[config.mk]
export PLATFORM = sky130hd
export DESIGN_NAME = bp_stream_to_lite_buffered
export DESIGN_NICKNAME = d
export VERILOG_FILES = /design/src/rtl/bp_stream_to_lite_buffered.sv
export SDC_FILE = /design/constraint.sdc
export NUM_CORES = 1
export LEC_CHECK = 0
export ABC_AREA = 1
export ABC_CLOCK_PERIOD_IN_PS = 4500
export BUFFER_PORTS_ARGS = -buffer_cell sky130_fd_sc_hd__clkbuf_2
export CAP_MARGIN = 20
export CORE_AREA = 5 5 274 276
export CTS_BUF_LIST = sky130_fd_sc_hd__clkbuf_4
export DETAILED_ROUTE_END_ITERATION = 7
export DIE_AREA = 0 0 279 281
export PLACE_DENSITY = 0.37
export SETUP_SLACK_MARGIN = 0.4
export SLEW_MARGIN = 10
export SYNTH_ARGS = -nofsm -noshare
export SYNTH_HDL_FRONTEND = slang
export SYNTH_SLANG_ARGS = --single-unit
[constraint.sdc]
create_clock -name clk_i -period 4.5 [get_ports clk_i]
set_input_delay 0.45 -clock clk_i [delete_from_list [all_inputs] [get_ports clk_i]]
set_output_delay 0.45 -clock clk_i [all_outputs]
set_load 0.005 [all_outputs]
[src/rtl/bp_stream_to_lite_buffered.sv]
// bp_stream_to_lite_buffered
//   Collects a memory stream (one header + N data beats of in_data_width_p
//   bits) into a single lite message carrying out_data_width_p bits of
//   payload. Completed messages are queued in a buffer_els_p-deep FIFO so the
//   master can stream the next message while the client stalls. Beats are
//   placed critical-word-first, wrapping inside the size-aligned window.
//   Payloads narrower than one beat are replicated across the output word.
//
//   Header layout (hdr_width_p bits):
//     [paddr_width_p-1:0]                 address
//     [paddr_width_p+2:paddr_width_p]     size (message is 2^size bytes)
//     [paddr_width_p+6:paddr_width_p+3]   msg_type (payload_mask_p bit index)
//     [hdr_width_p-1:paddr_width_p+7]     opaque, carried through unchanged
//
//   Optional feature macro: BP_STREAM_TO_LITE_LAST_CHECK_EN
//     Defined: each accepted beat's mem_last_i is compared with the beat
//     counter; a mismatch sets the sticky err_o. Undefined: err_o is 0.
//
//   Ports
//     clk_i            clock
//     reset_i          synchronous active-high reset
//     mem_header_i     stream header, held for every beat of a message
//     mem_data_i       stream beat data
//     mem_v_i          beat valid
//     mem_ready_and_o  beat accepted when mem_v_i & mem_ready_and_o
//     mem_last_i       master's final-beat marker (checked only with macro)
//     mem_o            {header, data} lite message at the FIFO head
//     mem_v_o          message valid
//     mem_ready_and_i  client ready; dequeue on mem_v_o & mem_ready_and_i
//     err_o            sticky last-beat mismatch flag
module bp_stream_to_lite_buffered #(
   parameter int          paddr_width_p    = 40,
   parameter int          hdr_width_p      = 64,
   parameter int          in_data_width_p  = 64,
   parameter int          out_data_width_p = 512,
   parameter logic [15:0] payload_mask_p   = '0,
   parameter int          buffer_els_p     = 2
) (
   input  logic                                  clk_i,
   input  logic                                  reset_i,
   input  logic [hdr_width_p-1:0]                mem_header_i,
   input  logic [in_data_width_p-1:0]            mem_data_i,
   input  logic                                  mem_v_i,
   output logic                                  mem_ready_and_o,
   input  logic                                  mem_last_i,
   output logic [hdr_width_p+out_data_width_p-1:0] mem_o,
   output logic                                  mem_v_o,
   input  logic                                  mem_ready_and_i,
   output logic                                  err_o
);

   localparam int in_bytes_lp     = in_data_width_p / 8;
   localparam int lg_in_bytes_lp  = $clog2(in_bytes_lp);
   localparam int lg_in_dw_lp     = $clog2(in_data_width_p);
   localparam int out_bytes_lp    = out_data_width_p / 8;
   localparam int lg_ratio_lp     = $clog2(out_data_width_p / in_data_width_p);
   localparam int msg_width_lp    = hdr_width_p + out_data_width_p;
   localparam int ptr_w_lp        = (buffer_els_p > 1) ? $clog2(buffer_els_p) : 1;
   localparam int cnt_w_lp        = $clog2(buffer_els_p + 1);
   localparam int size_lsb_lp     = paddr_width_p;
   localparam int type_lsb_lp     = paddr_width_p + 3;

   typedef enum logic [0:0] {e_idle, e_stream} state_e;

   state_e                     state_q;
   logic [hdr_width_p-1:0]     hdr_q;
   logic [lg_ratio_lp-1:0]     nbm1_q;
   logic [lg_ratio_lp-1:0]     cnt_q;
   logic                       ready_en_q;
   logic [out_data_width_p-1:0] asm_q;
   logic [out_data_width_p-1:0] asm_d;

   logic [msg_width_lp-1:0]    fifo_mem [buffer_els_p];
   logic [ptr_w_lp-1:0]        wr_ptr_q, rd_ptr_q;
   logic [cnt_w_lp-1:0]        count_q;

   logic [hdr_width_p-1:0]     cur_hdr;
   logic [2:0]                 live_size, cur_size;
   logic                       live_payload, cur_payload;
   logic [lg_ratio_lp-1:0]     live_nbm1, cur_nbm1, idx, slot;
   logic [lg_in_bytes_lp-1:0]  rep_mask;
   logic [out_data_width_p-1:0] rep_data, enq_data;
   logic                       final_beat, replicate, accept, enq, deq;

   // Header fields: the live header is used on the first beat, the latched
   // copy for the remaining beats of the message.
   assign cur_hdr      = (state_q == e_idle) ? mem_header_i : hdr_q;
   assign live_size    = mem_header_i[size_lsb_lp +: 3];
   assign live_payload = payload_mask_p[mem_header_i[type_lsb_lp +: 4]];
   assign cur_size     = cur_hdr[size_lsb_lp +: 3];
   assign cur_payload  = payload_mask_p[cur_hdr[type_lsb_lp +: 4]];

   // nb-1 = 2^(size-lg_in_bytes)-1, saturating at the full output word;
   // 0 for sub-beat sizes and non-payload messages.
   always_comb begin
      live_nbm1 = '0;
      for (int k = 0; k < lg_ratio_lp; k++)
         live_nbm1[k] = live_payload && (int'(live_size) > lg_in_bytes_lp + k);
      rep_mask = '0;
      for (int k = 0; k < lg_in_bytes_lp; k++)
         rep_mask[k] = (int'(cur_size) > k);
   end

   assign cur_nbm1   = (state_q == e_idle) ? live_nbm1 : nbm1_q;
   assign idx        = cur_hdr[lg_in_bytes_lp +: lg_ratio_lp];
   // Aligned window base plus wrapped offset from the critical word.
   assign slot       = (idx & ~cur_nbm1) | ((idx + cnt_q) & cur_nbm1);
   assign final_beat = (cnt_q == cur_nbm1);
   assign replicate  = cur_payload && (int'(cur_size) < lg_in_bytes_lp);

   // Only the final beat needs FIFO space; the registered count is used so a
   // same-cycle dequeue does not open space for this cycle's final beat.
   assign mem_ready_and_o = ready_en_q &
                            (~final_beat | (count_q < cnt_w_lp'(buffer_els_p)));
   assign accept = mem_v_i & mem_ready_and_o;
   assign enq    = accept & final_beat;
   assign deq    = mem_v_o & mem_ready_and_i;

   // Byte gi of the output takes beat byte (gi mod 2^size).
   genvar gi;
   generate
      for (gi = 0; gi < out_bytes_lp; gi++) begin : g_rep
         localparam logic [lg_in_bytes_lp-1:0] lo_lp = lg_in_bytes_lp'(gi % in_bytes_lp);
         logic [lg_in_bytes_lp-1:0] sel;
         assign sel = lo_lp & rep_mask;
         assign rep_data[8*gi +: 8] = mem_data_i[{sel, 3'b000} +: 8];
      end
   endgenerate

   always_comb begin
      asm_d = asm_q;
      if (replicate)
         asm_d = rep_data;
      else
         asm_d[{slot, lg_in_dw_lp'(0)} +: in_data_width_p] = mem_data_i;
   end

   // The final beat is folded in combinationally so the message can be
   // enqueued on the same edge the beat is accepted.
   assign enq_data = cur_payload ? asm_d : '0;

   // Assembly register is intentionally never cleared.
   always_ff @(posedge clk_i) begin
      if (accept && cur_payload)
         asm_q <= asm_d;
   end

   always_ff @(posedge clk_i) begin
      if (reset_i) begin
         state_q    <= e_idle;
         hdr_q      <= '0;
         nbm1_q     <= '0;
         cnt_q      <= '0;
         ready_en_q <= 1'b0;
      end else begin
         ready_en_q <= 1'b1;
         if (accept) begin
            case (state_q)
               e_idle: begin
                  hdr_q  <= mem_header_i;
                  nbm1_q <= live_nbm1;
                  if (!final_beat) begin
                     state_q <= e_stream;
                     cnt_q   <= lg_ratio_lp'(1);
                  end
               end
               default: begin
                  if (final_beat) begin
                     state_q <= e_idle;
                     cnt_q   <= '0;
                  end else begin
                     cnt_q <= cnt_q + 1'b1;
                  end
               end
            endcase
         end
      end
   end

   function automatic logic [ptr_w_lp-1:0] next_ptr(input logic [ptr_w_lp-1:0] p);
      return (p == ptr_w_lp'(buffer_els_p - 1)) ? '0 : p + 1'b1;
   endfunction

   always_ff @(posedge clk_i) begin
      if (enq)
         fifo_mem[wr_ptr_q] <= {cur_hdr, enq_data};
   end

   always_ff @(posedge clk_i) begin
      if (reset_i) begin
         wr_ptr_q <= '0;
         rd_ptr_q <= '0;
         count_q  <= '0;
      end else begin
         if (enq) wr_ptr_q <= next_ptr(wr_ptr_q);
         if (deq) rd_ptr_q <= next_ptr(rd_ptr_q);
         case ({enq, deq})
            2'b10:   count_q <= count_q + 1'b1;
            2'b01:   count_q <= count_q - 1'b1;
            default: count_q <= count_q;
         endcase
      end
   end

   assign mem_v_o = (count_q != '0);
   assign mem_o   = fifo_mem[rd_ptr_q];

`ifdef BP_STREAM_TO_LITE_LAST_CHECK_EN
   logic err_q;
   always_ff @(posedge clk_i) begin
      if (reset_i)
         err_q <= 1'b0;
      else if (accept && (mem_last_i != final_beat))
         err_q <= 1'b1;
   end
   assign err_o = err_q;
`else
   logic unused_last;
   assign unused_last = mem_last_i;
   assign err_o       = 1'b0;
`endif

endmodule
Yosys cells after proc, flatten, opt, wreduce, memory -nomap -nowiden
Memories as Yosys holds them, arrays and structs flattened. A register that Yosys moved wholly into a read port is not among the register bits.
Cells that the tools add are included.
{"block": "word_totals", "reg_bits": 588, "n_memories": 3, "ram_bits": 1152, "out_inout_bits": 579, "romBits": 32, "in_bits": 133}
{"memory": "fifo_mem", "depth": 2, "width": 576, "read_ports": 1, "rd_clocked_by_memory_dff": 1, "wr": 1, "line": "73", "text": "logic [msg_width_lp-1:0] fifo_mem [buffer_els_p];"}
{"memory": "(name not given)", "depth": 16, "width": 1, "read_ports": 1, "rd_clocked_by_memory_dff": 0, "wr": 0, "line": "91", "text": "assign cur_payload = payload_mask_p[cur_hdr[type_lsb_lp +: 4]];"}
{"memory": "(name not given)", "depth": 16, "width": 1, "read_ports": 1, "rd_clocked_by_memory_dff": 0, "wr": 0, "line": "89", "text": "assign live_payload = payload_mask_p[mem_header_i[type_lsb_lp +: 4]];"}
{"block": "classes", "n_lt_le_gt_ge": 10, "reduce_logical": 8, "mux": 19, "n_bitwise": 10, "n_addsub": 7, "n_eq_ne": 4, "shifts": 9}
{"cell": "two-way mux 512 bit", "count": 2}
{"cell": "bitwise mux 512 bit", "count": 1}
{"cell": "variable shift 64 x 11 -> 512 bit, first input constant", "count": 1}
{"cell": "variable part select 64 x 11 -> 512 bit", "count": 1}
{"cell": "variable part select 64 x 7 -> 8 bit", "count": 4}
{"cell": "variable part select 64 x 6 -> 8 bit", "count": 2}
{"cell": "two-way mux 64 bit", "count": 1}
{"cell": "variable part select 64 x 5 -> 8 bit", "count": 1}
{"cell": "two-way mux 3 bit", "count": 4}
{"cell": "negator 9 -> 11 bit", "count": 1}
{"cell": "< comparator 4 x 5 -> 1 bit, second input constant", "count": 2}
{"cell": "two-way mux 1 bit", "count": 10}
{"cell": "AND 3 bit", "count": 2}
{"cell": "greater-than comparator 3 x 1 -> 1 bit, second input constant", "count": 2}
{"cell": "greater-than comparator 3 x 2 -> 1 bit, second input constant", "count": 2}
{"cell": "greater-than comparator 3 bit, second input constant", "count": 2}
{"cell": "logical AND 1 bit", "count": 5}
{"cell": "AND 1 bit", "count": 4}
{"cell": "one-hot mux 2 bit (2 select lines)", "count": 1}
{"cell": "nonzero test 2 bit", "count": 2}
{"cell": "adder 3 x 1 -> 3 bit, second input constant", "count": 1}
{"cell": "adder 3 bit", "count": 1}
{"cell": "== test 3 bit", "count": 1}
{"cell": "< comparator 3 x 2 -> 1 bit, second input constant", "count": 1}
{"cell": "12 further kinds", "count": 13}

Depth between registers and ports, before layout
Gate-level depths: netlist of run 1.
{"block": "logic_depth", "word_depth": 12, "ltp_mapped": 13, "depth_no_buf": 12}

Least setup slack after synthesis of run 1
OpenSTA, ideal clock, no wires.
{"block": "synth_path", "path_kind": "register to register", "from": "register state_q", "to": "memory fifo_mem[1][512] (netlist name), enable pin", "required_ns": 4.012, "path_buffers": 1, "path_stages_with_launch": 10, "arrival_time_ns": 3.685, "slack_ns": 0.327, "path_cell_list": "dfxtp_1 buf_6 nand2_1 nand2_1 nand2_1 nor2_2 nand2_1 inv_1 nand4_1 nor2_1"}
{"block": "synth_via", "elab_chain_cells": 9}
{"item": "start: declaration", "line": "65", "text": "state_e state_q;"}
{"item": "start signal: assignment", "line": "150", "text": "state_q <= e_idle;"}
{"item": "start signal: assignment", "line": "163", "text": "state_q <= e_stream;"}
{"item": "start signal: assignment", "line": "169", "text": "state_q <= e_idle;"}
{"item": "two-way mux 3 bit *"}
{"item": "== test 3 bit *", "line": "108", "text": "assign final_beat = (cnt_q == cur_nbm1);"}
{"item": "inverter 1 bit", "line": "114", "text": "(~final_beat | (count_q < cnt_w_lp'(buffer_els_p)));"}
{"item": "bitwise OR 1 bit", "line": "114"}
{"item": "AND 1 bit", "line": "113", "text": "assign mem_ready_and_o = ready_en_q &"}
{"item": "AND 1 bit", "line": "115", "text": "assign accept = mem_v_i & mem_ready_and_o;"}
{"item": "AND 1 bit *", "line": "116", "text": "assign enq = accept & final_beat;"}
{"item": "two-way mux 1 bit *", "line": "185", "text": "if (enq)"}
{"item": "two-way mux 1 bit (implied by the code) *", "line": "186", "text": "fifo_mem[wr_ptr_q] <= {cur_hdr, enq_data};"}
{"item": "end: declaration", "line": "73"}
Mark *: on every way between the ends. The rest lies on a longest branch, timed or not.

==> impl_metrics.json, run 1 <==
{
  "grt_pass1_vias": 6744,
  "clock_path_buffers": 3,
  "grt_remaining_overflow": 0,
  "numPortBuffers": 133,
  "yosysUniqueCellTypes": 24,
  "drv_slew": 0,
  "utilization_pct": 17.3,
  "syn-instance-count": 1219,
  "synth_edf_count": 128,
  "post-dp-hpwl_mm": 18.8,
  "leakage_nw": 5.51,
  "antenna_found_initial": 6,
  "cap_violations": 0,
  "fin_crit_sh_pct": 62.1,
  "async_reset_ff_share_pct": 0,
  "initial_core_util_pct": 16.6,
  "die_h_um": 281,
  "gp_congestion": 0.700,
  "ant_nets": 0,
  "hold_path_class": "in -> reg",
  "finalPower_mw": 4.33,
  "drcViolationCount": 0,
  "slew_headroom_pct": 28.6,
  "cts_setup_buffers": 0,
  "dp_worst_setup_slack_ns": 1.98,
  "grt_use_total_pct": 6.08,
  "dieArea_um2": 78400,
  "finalSetupViolCount": 0,
  "cp-start-kind": "flop",
  "fmax_mhz": 358,
  "crit_fanout": 64,
  "timing.rr.start": "state_q",
  "nNetsFinal": 1507,
  "vias_per_cell": 2.93,
  "reg2reg_depth": 9,
  "cts.clk_slew.worst_paths_ns": 0.07,
  "first_iter_violations": 225,
  "fin_skew_ns": 0.0596,
  "required_ns": 4.05,
  "dpl_cell_area_um2": 11800,
  "synth_area_leaders": "buf_4, edfxtp_1, dfxtp_1",
  "drtPass1Iterations": 4,
  "min_path_cells": 3,
  "cts_buffers": 52,
  "cp_data_arrival_time_ns": 2.34,
  "synthFlopType": "edfxtp_1",
  "whs_ns": 0.139,
  "min_to": "fifo_mem[0][529]",
  "grt_start_max_net_pins": 65,
  "die_width_um": 279,
  "syn_to_final_growth_pct": 3.95,
  "period_needed_ns": 2.79,
  "cts-htree-levels": 2,
  "hold_path.startpoint": "mem_header_i[17]",
  "core.rowCount": 99,
  "regToRegSetupSlack_ns": 1.99,
  "ioPinCount": 712,
  "syn_area_per_cell_um2": 9.87,
  "rsz0062_at_grt": "false",
  "synth_top_area_share_pct": 32.1,
  "place_inst": 2276,
  "peakVddDrop_mv": 0.108,
  "synth_warnings": 0,
  "cts.sinks": 205,
  "vias": 6956,
  "status": "finished, final reports clean",
  "tightest_slew_ns": 1.07,
  "cts_root_buf": "clkbuf_4",
  "synth_seq_area_share_pct": 44.8,
  "powerDensity_nw_per_um2": 346,
  "syn_area_um2": 12000,
  "synth.largest_area_cell": "buf_4",
  "drt-total-wl_mm": 27.1,
  "hold_viol": 0,
  "synth-seq-cells": 205,
  "core_um2": 72300,
  "cts_tree": "done",
  "crit_path_end_kind": "primary output",
  "grt_pass1_wl_mm": 38.2,
  "setup_slack_ns": 1.71,
  "worstSkewPairLatency_ns": 0.66,
  "r2r_end": "fifo_mem[0][571]",
  "postLayoutCellArea_um2": 12500,
  "final_layout_size_suffix_gt1_share_pct": 22.3,
  "finalNonFillerCells": 2371,
  "fin_setup_tns_ns": 0,
  "detail_route.wl_per_cell_um": 11.4,
  "crit_type": "reg -> out"
}
## cell families after synthesis
kind of cell | count (synthesis) | synth area share (%)
buf+inv | 636 | 36.4
compound gates | 206 | 9.07
flops | 205 | 44.8
simple gates | 105 | 3.54
mux | 64 | 5.99
fa+ha+maj | 2 | 0.208
other cells | 1 | 0.0312
## where the power goes
group          internal [mW]  total [mW]  switching [mW]
combinational          0.212       0.593           0.381
clock                  0.808        1.55           0.744
sequential              2.11        2.18          0.0663
## state kept, by name, summed over array words and instances (netlist names), named ones only
signal,flops
fifo_mem,128
count_q,2
nbm1_q,3
rd_ptr_q,1
cnt_q,3
hdr_q,64
ready_en_q,1
state_q,1
wr_ptr_q,1
## timing repair
action	4_1_cts	5_1_grt
resized for setup	0	0
hold buffers	1	0
endpoints found under the hold margin	3	0
## worst max path at each step
stage          depth (start not counted)  startpoint          endpoint  slack, ns
2_1_floorplan                          9     state_q  fifo_mem[1][512]       1.38
3_3_place_gp                           9     state_q  fifo_mem[0][513]       1.97
3_5_place_dp                           9     state_q  fifo_mem[0][571]       1.98
4_1_cts                                2        flop        mem_o[516]       1.49
5_1_grt                                2        flop        mem_o[516]       1.51
6_report                               2        flop        mem_o[516]       1.71
## critical path, stage by stage, from the launching register on
cell and delay [ns]:
dfxtp_4 1.05, mux2_2 0.44, clkbuf_2 0.16
## cells in the mapped netlist, types with 9 or more instances
master    number
a21oi_2       15
buf_4        515
nand2_1       84
clkbuf_1      14
inv_1         78
buf_2         23
o21ai_1       15
mux2_2        64
o21ai_0      118
a21oi_1       57
nor2_1         9
dfxtp_1       77
edfxtp_1     128
## placed cells by master (no fill, tap or decap), drive strengths merged
cell type | Yosys | layout
conb | 1 | 513
clkbuf | 14 | 213
o21ai | 134 | 134
edfxtp | 128 | 128
nand2 | 84 | 84
inv | 79 | 80
dfxtp | 77 | 77
a21oi | 72 | 72
mux2 | 64 | 64
clkinv | 1 | 12
nor2 | 10 | 10
buf | 542 | 9
nand3 | 8 | 8
nand4 | 2 | 2
ha | 2 | 2
diode | 0 | 1
nand3b | 1 | 1
clkinvlp | 0 | 1
dlygate4sd3 | 0 | 1
## layout make-up
class / instances / area [um^2]
Timing Repair Buffer: 143 / 743
Tap cell: 959 / 1200
Clock buffer: 80 / 601
Sequential cell: 205 / 5390
Fill cell: 8210 / 59800
Clock inverter: 13 / 57.6
Inverter: 80 / 303
Multi-Input combinational cell: 890 / 4210
Antenna cell: 1 / 2.50
## layer usage
layer / GRT usage, % / part of all wire [%] / wire (um) / vias up
li1: - / - / - / 3303
met1: 7.14 / 39 / 10500 / 3236
met5: 0 / 0.048 / 13 / -
met3: 2.06 / 10 / 2710 / 39
met4: 1.80 / 1.7 / 469 / 2
met2: 10.6 / 50 / 13400 / 376
Note: power is estimated with default switching activity, not from simulation.
==> run 2, diff against run 1 <==
ABC_CLOCK_PERIOD_IN_PS = 2600   (was 4500)
clock period = 2.6 ns   (was 4.5 ns; I/O delays follow)
==> impl_metrics.json, run 2 (synthesis gave the netlist of run 1 again) <==
{
  "combinationalPowerShare_pct": 16.7,
  "grt_remaining_overflow": 0,
  "finalSetupViolCount": 0,
  "fillCellCount": 8125,
  "vias_per_cell": 2.95,
  "cts.sinks": 205,
  "drt-total-wl_mm": 27.7,
  "fin_skew_ns": 0.0711,
  "grt_use_total_pct": 6.22,
  "tightest_slew_ns": 0.511,
  "initial_core_util_pct": 16.6,
  "ff_latch_area_um2": 5390,
  "fin_crit_sh_pct": 81.2,
  "final_common_cell": "conb_1",
  "clkPwrFrac_pct": 36.0,
  "die_h_um": 281,
  "fmax_mhz": 474,
  "dp_worst_setup_slack_ns": 0.386,
  "slew_headroom_pct": 65.5,
  "dpl_cell_area_um2": 12000,
  "crit_type": "reg -> out",
  "final_layout_size_suffix_gt1_share_pct": 22.1,
  "clock_path_buffers": 3,
  "cts_buffers": 54,
  "grt_start_max_net_pins": 66,
  "antenna_found_initial": 2,
  "top_register": "fifo_mem",
  "min_path_cells": 3,
  "powerDensity_nw_per_um2": 581,
  "cts_tree": "done",
  "post-dp-hpwl_mm": 18.8,
  "numPortBuffers": 133,
  "reg.largest.list": "fifo_mem x128, hdr_q x64",
  "cp-start-kind": "flop",
  "swShare_pct": 28.1,
  "status": "finished, final reports clean",
  "reg2reg_depth": 10,
  "required_ns": 2.34,
  "crit_fanout": 8,
  "nNetsFinal": 1584,
  "cts-htree-levels": 2,
  "syn_to_final_growth_pct": 12.0,
  "first_iter_violations": 200,
  "vias": 7251,
  "gp_congestion": 0.688,
  "finalNonFillerCells": 2455,
  "core_um2": 72300,
  "utilization_pct": 18.6,
  "ant_nets": 0,
  "cts_root_buf": "clkbuf_4",
  "cp_data_arrival_time_ns": 1.85,
  "drtPass1Iterations": 4,
  "worstSkewPairLatency_ns": 0.72,
  "postLayoutCellArea_um2": 13500,
  "crit_path_end_kind": "primary output",
  "grt_pass1_vias": 7110,
  "cap_violations": 0,
  "place_inst": 2281,
  "hold_viol": 0,
  "die_width_um": 279,
  "fin_setup_tns_ns": 0,
  "peakVddDrop_mv": 0.245,
  "core.rowCount": 99,
  "p_seq_share_pct": 47.3,
  "setup_slack_ns": 0.490,
  "whs_ns": 0.0709,
  "detail_route.wl_per_cell_um": 11.3,
  "period_needed_ns": 2.11,
  "intPower_mw": 5.63,
  "rsz0062_at_grt": "true",
  "multi_input_area_um2": 4210,
  "drcViolationCount": 0,
  "leakage_nw": 5.93,
  "drv_slew": 0,
  "finalPower_mw": 7.83,
  "final_cell_mix": "conb_1, clkbuf_2, edfxtp_1",
  "grt_pass1_wl_mm": 39.2,
  "cts.clk_slew.worst_paths_ns": 0.07,
  "largest_reg_flops": 128,
  "p_sw_mw": 2.20,
  "ioPinCount": 712,
  "dieArea_um2": 78400,
  "hold_path_class": "in -> reg"
}
-- run 2: layout make-up --
class / count / area share (%)
clock buffer: 74 / 4.12
tap: 959 / 8.90
timing repair buffer: 218 / 12.3
sequential: 205 / 40.0
antenna: 1 / 0.0186
inverter: 80 / 2.24
clock inverter: 28 / 1.11
multi-input combinational: 890 / 31.3
-- run 2: power groups by stage --
stage | Sequential [mW] | Combinational [mW] | Clock [mW]
floorplan | 3.76 | 1.27 | 0
global placement | 3.79 | 1.09 | 0
detailed placement | 3.80 | 1.10 | 0
CTS | 3.70 | 1.29 | 2.99
global route | 3.72 | 1.48 | 3.14
finish | 3.70 | 1.31 | 2.82
-- run 2: repair_timing --
item,4_1_cts,5_1_grt
cloned,2,1
setup endpoints to repair,56,73
hold endpoints to repair,171,0
buffers inserted,4,1
hold buffers,63,0
resized for setup,8,3
-- run 2: critical path, cell delays in order (launching register included) --
cell      delay, ns
dfxtp_4        0.38
buf_12         0.14
buf_6          0.15
mux2_2         0.34
clkbuf_2       0.16
-- run 2: routing by layer --
metal | vias to the layer above | GRT usage [%] | wire (um)
met5 | - | 0 | 0
met4 | 0 | 2.35 | 687
met3 | 55 | 1.47 | 2570
met2 | 400 | 10.8 | 13800
met1 | 3332 | 7.50 | 10700
li1 | 3464 | - | -
-- run 2: final timing paths --
path                        start          endpoint  slack (ns)
setup reg to reg         cnt_q[0]  fifo_mem[0][573]        0.53
setup / recovery             flop        mem_o[523]        0.49
hold reg to reg          rd_ptr_q              flop        0.42
hold / removal    mem_header_i[8]  fifo_mem[0][520]        0.07
==> run 3, diff against run 2 <==
ABC_CLOCK_PERIOD_IN_PS = 2200   (was 2600)
clock period = 2.2 ns   (was 2.6 ns; I/O delays follow)
==> impl_metrics.json, run 3 (synthesis gave the netlist of run 1 again) <==
{
  "status": "finished, final reports clean",
  "fin_skew_ns": 0.0626,
  "finalNonFillerCells": 2528,
  "fin_setup_tns_ns": 0,
  "intPower_mw": 7.31,
  "p_sw_mw": 2.89,
  "ant_nets": 0,
  "cts.sinks": 205,
  "crit_fanout": 6,
  "fmax_mhz": 477,
  "rsz0062_at_grt": "true",
  "clkPwrFrac_pct": 33.6,
  "leakage_nw": 6.90,
  "final_cell_mix": "conb_1, edfxtp_1, clkbuf_4",
  "post-dp-hpwl_mm": 19.0,
  "cp-start-kind": "flop",
  "drcViolationCount": 0,
  "required_ns": 1.98,
  "hold_viol": 0,
  "die_h_um": 281,
  "drtPass1Iterations": 4,
  "whs_ns": 0.0526,
  "cts.clk_slew.worst_paths_ns": 0.06,
  "vias": 7730,
  "vias_per_cell": 3.06,
  "core_um2": 72300,
  "finalPower_mw": 10.2,
  "finalSetupViolCount": 0,
  "crit_type": "reg -> out",
  "final_common_cell": "conb_1",
  "ioPinCount": 712,
  "largest_reg_flops": 128,
  "combinationalPowerShare_pct": 23.4,
  "crit_path_end_kind": "primary output",
  "dpl_cell_area_um2": 12000,
  "powerDensity_nw_per_um2": 653,
  "tightest_slew_ns": 0.501,
  "period_needed_ns": 2.09,
  "grt_start_max_net_pins": 75,
  "final_layout_size_suffix_gt1_share_pct": 29.4,
  "hold_path_class": "in -> reg",
  "top_register": "fifo_mem",
  "multi_input_area_um2": 4670,
  "cts_buffers": 55,
  "grt_pass1_wl_mm": 43.0,
  "fin_crit_sh_pct": 95.2,
  "postLayoutCellArea_um2": 15600,
  "cp_data_arrival_time_ns": 1.87,
  "slew_headroom_pct": 66.3,
  "p_seq_share_pct": 43.0,
  "initial_core_util_pct": 16.6,
  "cap_violations": 0,
  "worstSkewPairLatency_ns": 0.70,
  "grt_pass1_vias": 7207,
  "reg.largest.list": "fifo_mem x128, hdr_q x64",
  "cts-htree-levels": 2,
  "drt-total-wl_mm": 34.6,
  "gp_congestion": 0.683,
  "cts_root_buf": "clkbuf_4",
  "first_iter_violations": 246,
  "core.rowCount": 99,
  "detail_route.wl_per_cell_um": 13.7,
  "nNetsFinal": 1657,
  "place_inst": 2283,
  "fillCellCount": 7964,
  "numPortBuffers": 133,
  "peakVddDrop_mv": 0.273,
  "drv_slew": 0,
  "syn_to_final_growth_pct": 30.0,
  "dieArea_um2": 78400,
  "grt_use_total_pct": 7.05,
  "cts_tree": "done",
  "antenna_found_initial": 2,
  "grt_remaining_overflow": 0,
  "clock_path_buffers": 3,
  "ff_latch_area_um2": 5400,
  "swShare_pct": 28.4,
  "die_width_um": 279
}
## run 3: changes by cell type in the layout (fill, tap and decap cells not counted), moves of 11 or more
cell	change
a21oi_2	+14
o21ai_1	+11
a21oi_1	-15
buf_16	+18
mux2_4	+50
o21ai_2	+25
clkbuf_2	-53
mux2_2	-50
clkbuf_4	+13
buf_12	+18
o21ai_0	-44
buf_6	+62
## run 3: metal layers
| layer | part of all wire, % | GRT usage, % |
|---|---|---|
| met1 | 39 | 8.54 |
| met2 | 52 | 12.5 |
| met4 | 2.1 | 2.42 |
| met5 | 0 | 0 |
| met3 | 6.4 | 1.40 |
## run 3: path summary, 6_finish.rpt
| path | from | end | slack [ns] | cells after the start |
|---|---|---|---|---|
| worst min-delay path | mem_header_i[5] | fifo_mem[0][517] | 0.05 | 3 |
| worst min register to register | hdr_q[14] | hdr_q[14] | 0.44 | 2 |
| worst max-delay path | flop | mem_o[562] | 0.11 | 4 |
| worst max register to register | nbm1_q[2] | fifo_mem[1][538] | 0.14 | 14 |
## run 3: power groups by stage
stage	clock [mW]	combinational [mW]	sequential, mW
2_1_floorplan	0	1.50	4.45
3_3_place_gp	0	1.31	4.48
3_5_place_dp	0	1.32	4.49
4_1_cts	3.62	1.72	4.38
5_1_grt	3.83	2.60	4.41
6_report	3.43	2.38	4.39
## run 3: final cells by class
type / count / area share [%]
Sequential cell: 205 / 34.5
Clock inverter: 16 / 0.448
Antenna cell: 1 / 0.0160
Timing Repair Buffer: 290 / 21.3
Inverter: 80 / 1.93
Tap cell: 959 / 7.68
Clock buffer: 87 / 4.18
Multi-Input combinational cell: 890 / 29.9
## run 3: through the flow
| step | util [%] | setup slack (ns) |
|---|---|---|
| floorplan | - | -0.276 |
| detailed placement | 16.6 | 0.234 |
| global route | 21.6 | -0.00644 |
| finish | 21.6 | 0.106 |
| global placement | 16.6 | 0.153 |
| CTS | 19.7 | 0.0227 |
## run 3: repair_timing
action                                 4_1_cts  5_1_grt
gates cloned                                19       18
setup buffers                               24       14
setup endpoints to repair                  194      248
resized for setup                           46      250
hold buffers                                66        0
endpoints found under the hold margin      191        0
pin swaps                                    4       20
## run 3: worst max-delay path, stage by stage, from the launching register on
cell       delay [ns]
dfxtp_4          0.42
buf_12           0.15
clkbuf_16        0.16
mux2_2           0.34
clkbuf_2         0.11
